File: src/rtl/muldiv_unit_if.sv
// Handshake and HI/LO bus between the execute stage and the multiply/divide unit.
interface muldiv_unit_if #(
    parameter int WIDTH = 32
);
    logic             start;
    logic [1:0]       op;
    logic [WIDTH-1:0] a;
    logic [WIDTH-1:0] b;
    logic             wr_hi;
    logic             wr_lo;
    logic [WIDTH-1:0] wr_data;
    logic             busy;
    logic             done;
    logic [WIDTH-1:0] hi;
    logic [WIDTH-1:0] lo;

    modport master (
        output start, op, a, b, wr_hi, wr_lo, wr_data,
        input  busy, done, hi, lo
    );

    modport slave (
        input  start, op, a, b, wr_hi, wr_lo, wr_data,
        output busy, done, hi, lo
    );
endinterface

File: src/rtl/muldiv_unit.sv
// Iterative MULT/MULTU/DIV/DIVU unit owning the HI/LO registers; fixed 34-cycle latency.
// Define MULDIV_DIV_EN to compile in the divider; otherwise ops 2/3 are ignored.
//
// state  | meaning
// IDLE   | waiting for start, MTHI/MTLO writes accepted
// CALC   | one shift-add / shift-subtract iteration per cycle, down-counter to zero
// FIX    | sign correction and HI/LO write
module muldiv_unit #(
    parameter int WIDTH = 32
) (
    input logic          clk,
    input logic          reset,
    muldiv_unit_if.slave bus
);
    localparam logic [1:0] S_IDLE = 2'd0;
    localparam logic [1:0] S_CALC = 2'd1;
    localparam logic [1:0] S_FIX  = 2'd2;

    logic [1:0]         r_state;
    logic [5:0]         r_cnt;
    logic [2*WIDTH-1:0] r_acc;
    logic [WIDTH-1:0]   r_opnd;
    logic               r_div;
    logic               r_neg_q;
    logic               r_neg_r;
    logic               r_div0;
    logic [WIDTH-1:0]   r_hi;
    logic [WIDTH-1:0]   r_lo;
    logic               r_done;

    logic               w_op_ok;
    logic               w_launch;
    logic               w_signed;
    logic               w_a_neg;
    logic               w_b_neg;
    logic [WIDTH-1:0]   w_a_mag;
    logic [WIDTH-1:0]   w_b_mag;
    logic [WIDTH:0]     w_mul_sum;
    logic [2*WIDTH-1:0] w_mul_next;
    logic [2*WIDTH-1:0] w_step;
    logic [2*WIDTH-1:0] w_prod_fix;
    logic [WIDTH-1:0]   w_q;
    logic [WIDTH-1:0]   w_r;
    logic [WIDTH-1:0]   w_q_fix;
    logic [WIDTH-1:0]   w_r_fix;
    logic [WIDTH-1:0]   w_fix_hi;
    logic [WIDTH-1:0]   w_fix_lo;

`ifdef MULDIV_DIV_EN
    logic [WIDTH:0]     w_div_sh;
    logic [WIDTH:0]     w_div_diff;
    logic [2*WIDTH-1:0] w_div_next;

    assign w_op_ok = 1'b1;

    // Restoring step: remainder lives in the upper half, quotient shifts in at the bottom.
    assign w_div_sh   = {r_acc[2*WIDTH-1:WIDTH], r_acc[WIDTH-1]};
    assign w_div_diff = w_div_sh - {1'b0, r_opnd};
    assign w_div_next = w_div_diff[WIDTH]
                      ? {w_div_sh[WIDTH-1:0], r_acc[WIDTH-2:0], 1'b0}
                      : {w_div_diff[WIDTH-1:0], r_acc[WIDTH-2:0], 1'b1};
    assign w_step     = r_div ? w_div_next : w_mul_next;
`else
    assign w_op_ok = ~bus.op[1];
    assign w_step  = w_mul_next;
`endif

    assign w_launch = (r_state == S_IDLE) && bus.start && w_op_ok;
    assign w_signed = ~bus.op[0];
    assign w_a_neg  = w_signed & bus.a[WIDTH-1];
    assign w_b_neg  = w_signed & bus.b[WIDTH-1];
    assign w_a_mag  = w_a_neg ? (~bus.a + 1'b1) : bus.a;
    assign w_b_mag  = w_b_neg ? (~bus.b + 1'b1) : bus.b;

    // Multiplier bits are consumed from the bottom of the accumulator as the product shifts in.
    assign w_mul_sum  = {1'b0, r_acc[2*WIDTH-1:WIDTH]} + (r_acc[0] ? {1'b0, r_opnd} : '0);
    assign w_mul_next = {w_mul_sum, r_acc[WIDTH-1:1]};

    assign w_prod_fix = r_neg_q ? (~r_acc + 1'b1) : r_acc;
    assign w_q        = r_acc[WIDTH-1:0];
    assign w_r        = r_acc[2*WIDTH-1:WIDTH];
    // Divide by zero yields all-ones from the restoring loop; the sign fix must not touch it.
    assign w_q_fix    = r_div0 ? '1 : (r_neg_q ? (~w_q + 1'b1) : w_q);
    assign w_r_fix    = r_neg_r ? (~w_r + 1'b1) : w_r;
    assign w_fix_hi   = r_div ? w_r_fix : w_prod_fix[2*WIDTH-1:WIDTH];
    assign w_fix_lo   = r_div ? w_q_fix : w_prod_fix[WIDTH-1:0];

    always_ff @(posedge clk or negedge reset) begin
        if (!reset) begin
            r_state <= S_IDLE;
            r_cnt   <= '0;
            r_acc   <= '0;
            r_opnd  <= '0;
            r_div   <= 1'b0;
            r_neg_q <= 1'b0;
            r_neg_r <= 1'b0;
            r_div0  <= 1'b0;
            r_hi    <= '0;
            r_lo    <= '0;
            r_done  <= 1'b0;
        end else begin
            r_done <= 1'b0;
            case (r_state)
                S_IDLE: begin
                    if (w_launch) begin
                        r_acc   <= {{WIDTH{1'b0}}, w_a_mag};
                        r_opnd  <= w_b_mag;
                        r_div   <= bus.op[1];
                        r_neg_q <= w_a_neg ^ w_b_neg;
                        r_neg_r <= w_a_neg;
                        r_div0  <= (bus.b == '0);
                        r_cnt   <= 6'(WIDTH);
                        r_state <= S_CALC;
                    end else begin
                        if (bus.wr_hi) r_hi <= bus.wr_data;
                        if (bus.wr_lo) r_lo <= bus.wr_data;
                    end
                end
                S_CALC: begin
                    if (r_cnt == '0) begin
                        r_state <= S_FIX;
                    end else begin
                        r_acc <= w_step;
                        r_cnt <= r_cnt - 6'd1;
                    end
                end
                S_FIX: begin
                    r_hi    <= w_fix_hi;
                    r_lo    <= w_fix_lo;
                    r_done  <= 1'b1;
                    r_state <= S_IDLE;
                end
                default: r_state <= S_IDLE;
            endcase
        end
    end

    assign bus.busy = (r_state != S_IDLE);
    assign bus.done = r_done;
    assign bus.hi   = r_hi;
    assign bus.lo   = r_lo;
endmodule

File: src/flat_wrapper.sv
// flat-port wrapper written by rule: the top's interface ports become plain ports
module muldiv_unit_flat 
#(
    parameter int WIDTH = 32
)
  (clk, reset, bus_start, bus_op, bus_a, bus_b, bus_wr_hi, bus_wr_lo, bus_wr_data, bus_busy, bus_done, bus_hi, bus_lo);
  muldiv_unit_if #(.WIDTH(WIDTH)) bus_i ();
  input logic clk;
  input logic reset;
  input wire logic [$bits(bus_i.start)-1:0] bus_start;
  input wire logic [$bits(bus_i.op)-1:0] bus_op;
  input wire logic [$bits(bus_i.a)-1:0] bus_a;
  input wire logic [$bits(bus_i.b)-1:0] bus_b;
  input wire logic [$bits(bus_i.wr_hi)-1:0] bus_wr_hi;
  input wire logic [$bits(bus_i.wr_lo)-1:0] bus_wr_lo;
  input wire logic [$bits(bus_i.wr_data)-1:0] bus_wr_data;
  output wire logic [$bits(bus_i.busy)-1:0] bus_busy;
  output wire logic [$bits(bus_i.done)-1:0] bus_done;
  output wire logic [$bits(bus_i.hi)-1:0] bus_hi;
  output wire logic [$bits(bus_i.lo)-1:0] bus_lo;
  assign bus_i.start = bus_start;
  assign bus_i.op = bus_op;
  assign bus_i.a = bus_a;
  assign bus_i.b = bus_b;
  assign bus_i.wr_hi = bus_wr_hi;
  assign bus_i.wr_lo = bus_wr_lo;
  assign bus_i.wr_data = bus_wr_data;
  assign bus_busy = bus_i.busy;
  assign bus_done = bus_i.done;
  assign bus_hi = bus_i.hi;
  assign bus_lo = bus_i.lo;
  muldiv_unit #(.WIDTH(WIDTH)) u_core (.clk(clk), .reset(reset), .bus(bus_i));
endmodule
File: config.mk
export PLATFORM = sky130hd
export DESIGN_NAME = muldiv_unit_flat
export DESIGN_NICKNAME = d
export VERILOG_FILES = /design/src/rtl/muldiv_unit_if.sv /design/src/rtl/muldiv_unit.sv /design/src/flat_wrapper.sv
export SDC_FILE = /design/constraint.sdc
export NUM_CORES = 1
export LEC_CHECK = 0
export BUFFER_PORTS_ARGS = -buffer_cell sky130_fd_sc_hd__buf_2
export CORE_MARGIN = 4
export CORE_UTILIZATION = 42
export DETAILED_ROUTE_END_ITERATION = 16
export PLACE_DENSITY = 0.63
export SLEW_MARGIN = 20
export SYNTH_ARGS = -nofsm -noshare
export SYNTH_HDL_FRONTEND = slang
export SYNTH_SLANG_ARGS = --single-unit
File: constraint.sdc
create_clock -name clk -period 6.5 [get_ports clk]
set_input_delay 0.325 -clock clk [delete_from_list [all_inputs] [get_ports clk]]
set_output_delay 0.325 -clock clk [all_outputs]
set_load 0.02 [all_outputs]
==> summary.md <==
| Metric | Value |
|---|---|
| Gpl congestion | 0.959 |
| Synth Cell Area | 12000 sq um |
| Max cap viols | 0 |
| ANT nets after route | 0 |
| Die width | 177 um |
| Layout fillers | 2758 |
| Area occupied by multi-input gates | 7190 sq um |
| Maximum fanout along the worst path | 36 |
| Clock Latency Late Sink | 440 ps |
| Maximum clock frequency | 256 MHz |
| Final-report hold violation count | 5 |
| VDD IR max | 200 uV |
| Unique masters post-synth | 66 |
| Initial antenna violation count | 0 |
| Hold Slack | -24.1 ps |
| Fin nets | 1728 |
| All-layer global routing usage | 24.5% |
| Max_slew headroom | 33.4% |
| P per Cell Area | 470 nW/um^2 |
| Comb power frac | 49.2% |
| Sequential power share | 34.6% |
| Core area | 27900 sq um |
| Lkg Pwr | 0.00579 uW |
| Failing checks | negative hold slack |
| Most frequent cells in the layout | o21ai_0 (198), dfrtp_1 (173), nand2_1 (167), buf_2 (167), a21oi_1 (108) |
| Worst EP arrival | 4210 ps |
| Vias/cell | 5.85 |
| RSZ-0062 raised after global routing | false |
| Share of cells above drive strength 1 | 14.5% |
| Layout area overhead | 13.6% |
| Critical path's slowest cell | dfrtp_1 |
| Setup violators final | 0 |
| Clk slew on worst S/H paths | 70 ps |
| Max Slew Vio Count | 0 |
| Longest Clk Path Bufs | 2 |
| Top-area cell type share of the netlist area | 36.1% |
| PortBufs | 168 |
| Switch Pwr | 3080 uW |
| Final Instance Area | 13600 sq um |
| Primary FF master, synth | dfrtp_1 |
| Endpoint class of the critical path | register |
| Syn Area/Cell | 8.08 sq um |
| Clock skew | 13.3 ps |
| Synth area leaders | dfrtp_1 (36%), o21ai_0 (8.3%), xnor2_1 (7.5%) |
| Post-CTS Resized | 0 |
| Biggest area consumer among synthesized cells | dfrtp_1 |
| Synthesis warning total | 0 |
| Post-synthesis sequential area ratio | 36.1% |
| Ys async rst share | 100% |
| Max incr delay on CP | 980 ps |
| Worst slew pin tran | 1000 ps |
| Final HPWL DP | 29600 um |
| Most used cell, CP | o211ai_1 |
| CP Class | reg -> reg |
| Postcts setup bufs | 0 |
| DRC Markers | 0 |
| Register Area | 4330 sq um |
| Largest net degree at the start of global routing | 104 |
| Final wirelength | 38700 um |
| Hold Buf Count CTS | 0 |
| Initial Util | 42.9% |
| Vias | 11572 |
| Number of synthesized register bits | 173 |
| Crit start category | register |
| CP cell instances | and2_1 -> ha_1 -> inv_1 -> fa_1 -> nor2b_1 -> o211ai_1 -> a31oi_1 -> a211oi_1 -> o31ai_1 -> nand2_1 -> o211ai_1 -> o21ai_0 |
| TNS Setup | 0 ps |
| Syn Inst Count | 1484 |
| Commonest non-fill, non-tap cell in the layout | o21ai_0 |
| Routed length per instance | 19.6 um |
| Ports | 169 |
| Syn_nets | 1626 |
| Vias in the first global route | 10614 |
| Min Tclk post-route | 3910 ps |
| Number of enable flip-flop cells after synthesis | 0 |
| Total clock sinks | 173 |
| CTS tree | yes |
| Switch share | 48.1% |
| Die H | 177 um |
| Diodes inserted | 0 |
| Initial DRC Count | 1111 |
| Clk network pwr share | 16.2% |
| CTS Buf Count | 17 |
| # H-tree levels | 4 |
| Clock root cell | clkbuf_16 |
| Die area | 31300 sq um |
| Worst Hold Class | in -> async |
| DRT Pass-1 Iters | 8 |
| First-pass GRT wire length | 60800 um |
| Crit share post-route | 60.1% |
| Global route total overflow | 0 |
| P_int | 3320 uW |
| Row count | 61 |
| Req. time, crit path | 6800 ps |
| Placed Area | 13000 sq um |
| Status | finished, violations left |
## metal layers
metal  vias to the layer above  track usage (%)  part of all wire [%]
li1                       5587                -                     -
met2                       434             36.2                    43
met3                        38             3.38                   6.8
met4                         0             5.93                   1.9
met5                         -                0                     0
met1                      5513             38.0                    49
## synthesized netlist by cell type (all sizes together), types with 27 or more instances
cell and number:
and2 40, o22ai 46, inv 29, dfrtp 173, nand2 168, ha 38
a21oi 108, clkbuf 92, o21ai 199, nand3 43, nor2 98, xnor2 103
xor2 31, a22oi 33, nor4 27, nor3 36
## area by class of cell
cell class | count | area share, %
multi-input cells | 1186 | 52.8
flip-flops and latches | 173 | 31.8
repair buffers | 179 | 6.83
well taps | 378 | 3.47
clock buffers | 19 | 3.33
clock inverters | 13 | 0.956
inverters | 29 | 0.799
## state kept, by name, summed over array words and instances (netlist names)
| signal | cells |
|---|---|
| u_core.r_acc | 64 |
| u_core.bus.done | 1 |
| u_core.r_div0 | 1 |
| u_core.r_div | 1 |
| u_core.bus.hi | 32 |
| u_core.r_state | 2 |
| u_core.r_opnd | 32 |
| u_core.bus.lo | 32 |
| u_core.r_neg_r | 1 |
| u_core.r_neg_q | 1 |
| u_core.r_cnt | 6 |
## final timing paths
path | startpoint | endpoint | slack, ps | cells after the start
setup / recovery | u_core.r_acc[0]$_DFFE_PN0P_ | u_core.r_acc[61]$_DFFE_PN0P_ | 2590 | 12
hold / removal | reset | u_core.bus.lo[15]$_DFFE_PN0P_ | -20 | 1
setup reg to reg | u_core.r_acc[0]$_DFFE_PN0P_ | u_core.r_acc[61]$_DFFE_PN0P_ | 2590 | 12
hold reg to reg | u_core.r_opnd[16]$_DFFE_PN0P_ | u_core.r_opnd[16]$_DFFE_PN0P_ | 470 | 2
max in group asynchronous | reset | u_core.r_opnd[10]$_DFFE_PN0P_ | 5040 | 2
min in group clk | bus_wr_data[18] | u_core.bus.hi[18]$_DFFE_PN0P_ | 160 | 3
## power groups by stage
stage	Sequential (uW)	Combinational, uW	Clock, uW
detailed placement	2210	3120	0
global route	2270	3500	1100
finish	2210	3150	1040
global placement	2200	3090	0
floorplan	2160	2100	0
CTS	2190	3130	1050
## cells by family (layout without fill, tap and decap cells)
family	Yosys count	after routing	share of synthesized area, %
multiplexers	9	9	0.752
AND/OR/NAND/NOR	517	517	21.3
XOR/XNOR	134	134	9.79
adder cells (fa/ha/maj)	39	39	4.13
flip-flops	173	173	36.1
buffers and inverters	125	240	3.92
AO/OA/AOI/OAI	487	487	24.0
## worst max-delay path, delay by kind of cell, from the launching register on
family                     cells  cell delay, ps
buffers and inverters          1              60
adders and majority gates      2             580
DFF                            1             980
AOI/OAI and AO/OA              6            1630
and+or+nand+nor                3             530
## metrics by stage
stage                     cells  worst slack (ps)  total power (uW)  util [%]  hold WS, ps
after global routing       1977              2240              6880      48.8         52.6
final                      1977              2590              6400      48.8        -24.1
after CTS                  1977              2540              6380      48.7         16.2
after global placement     1945              2700              5290      46.7          454
after detailed placement   1945              2560              5340      46.7          465
after floorplan            1484              3370              4250         -         29.4
No activity file was read; power rests on OpenSTA's default activity.
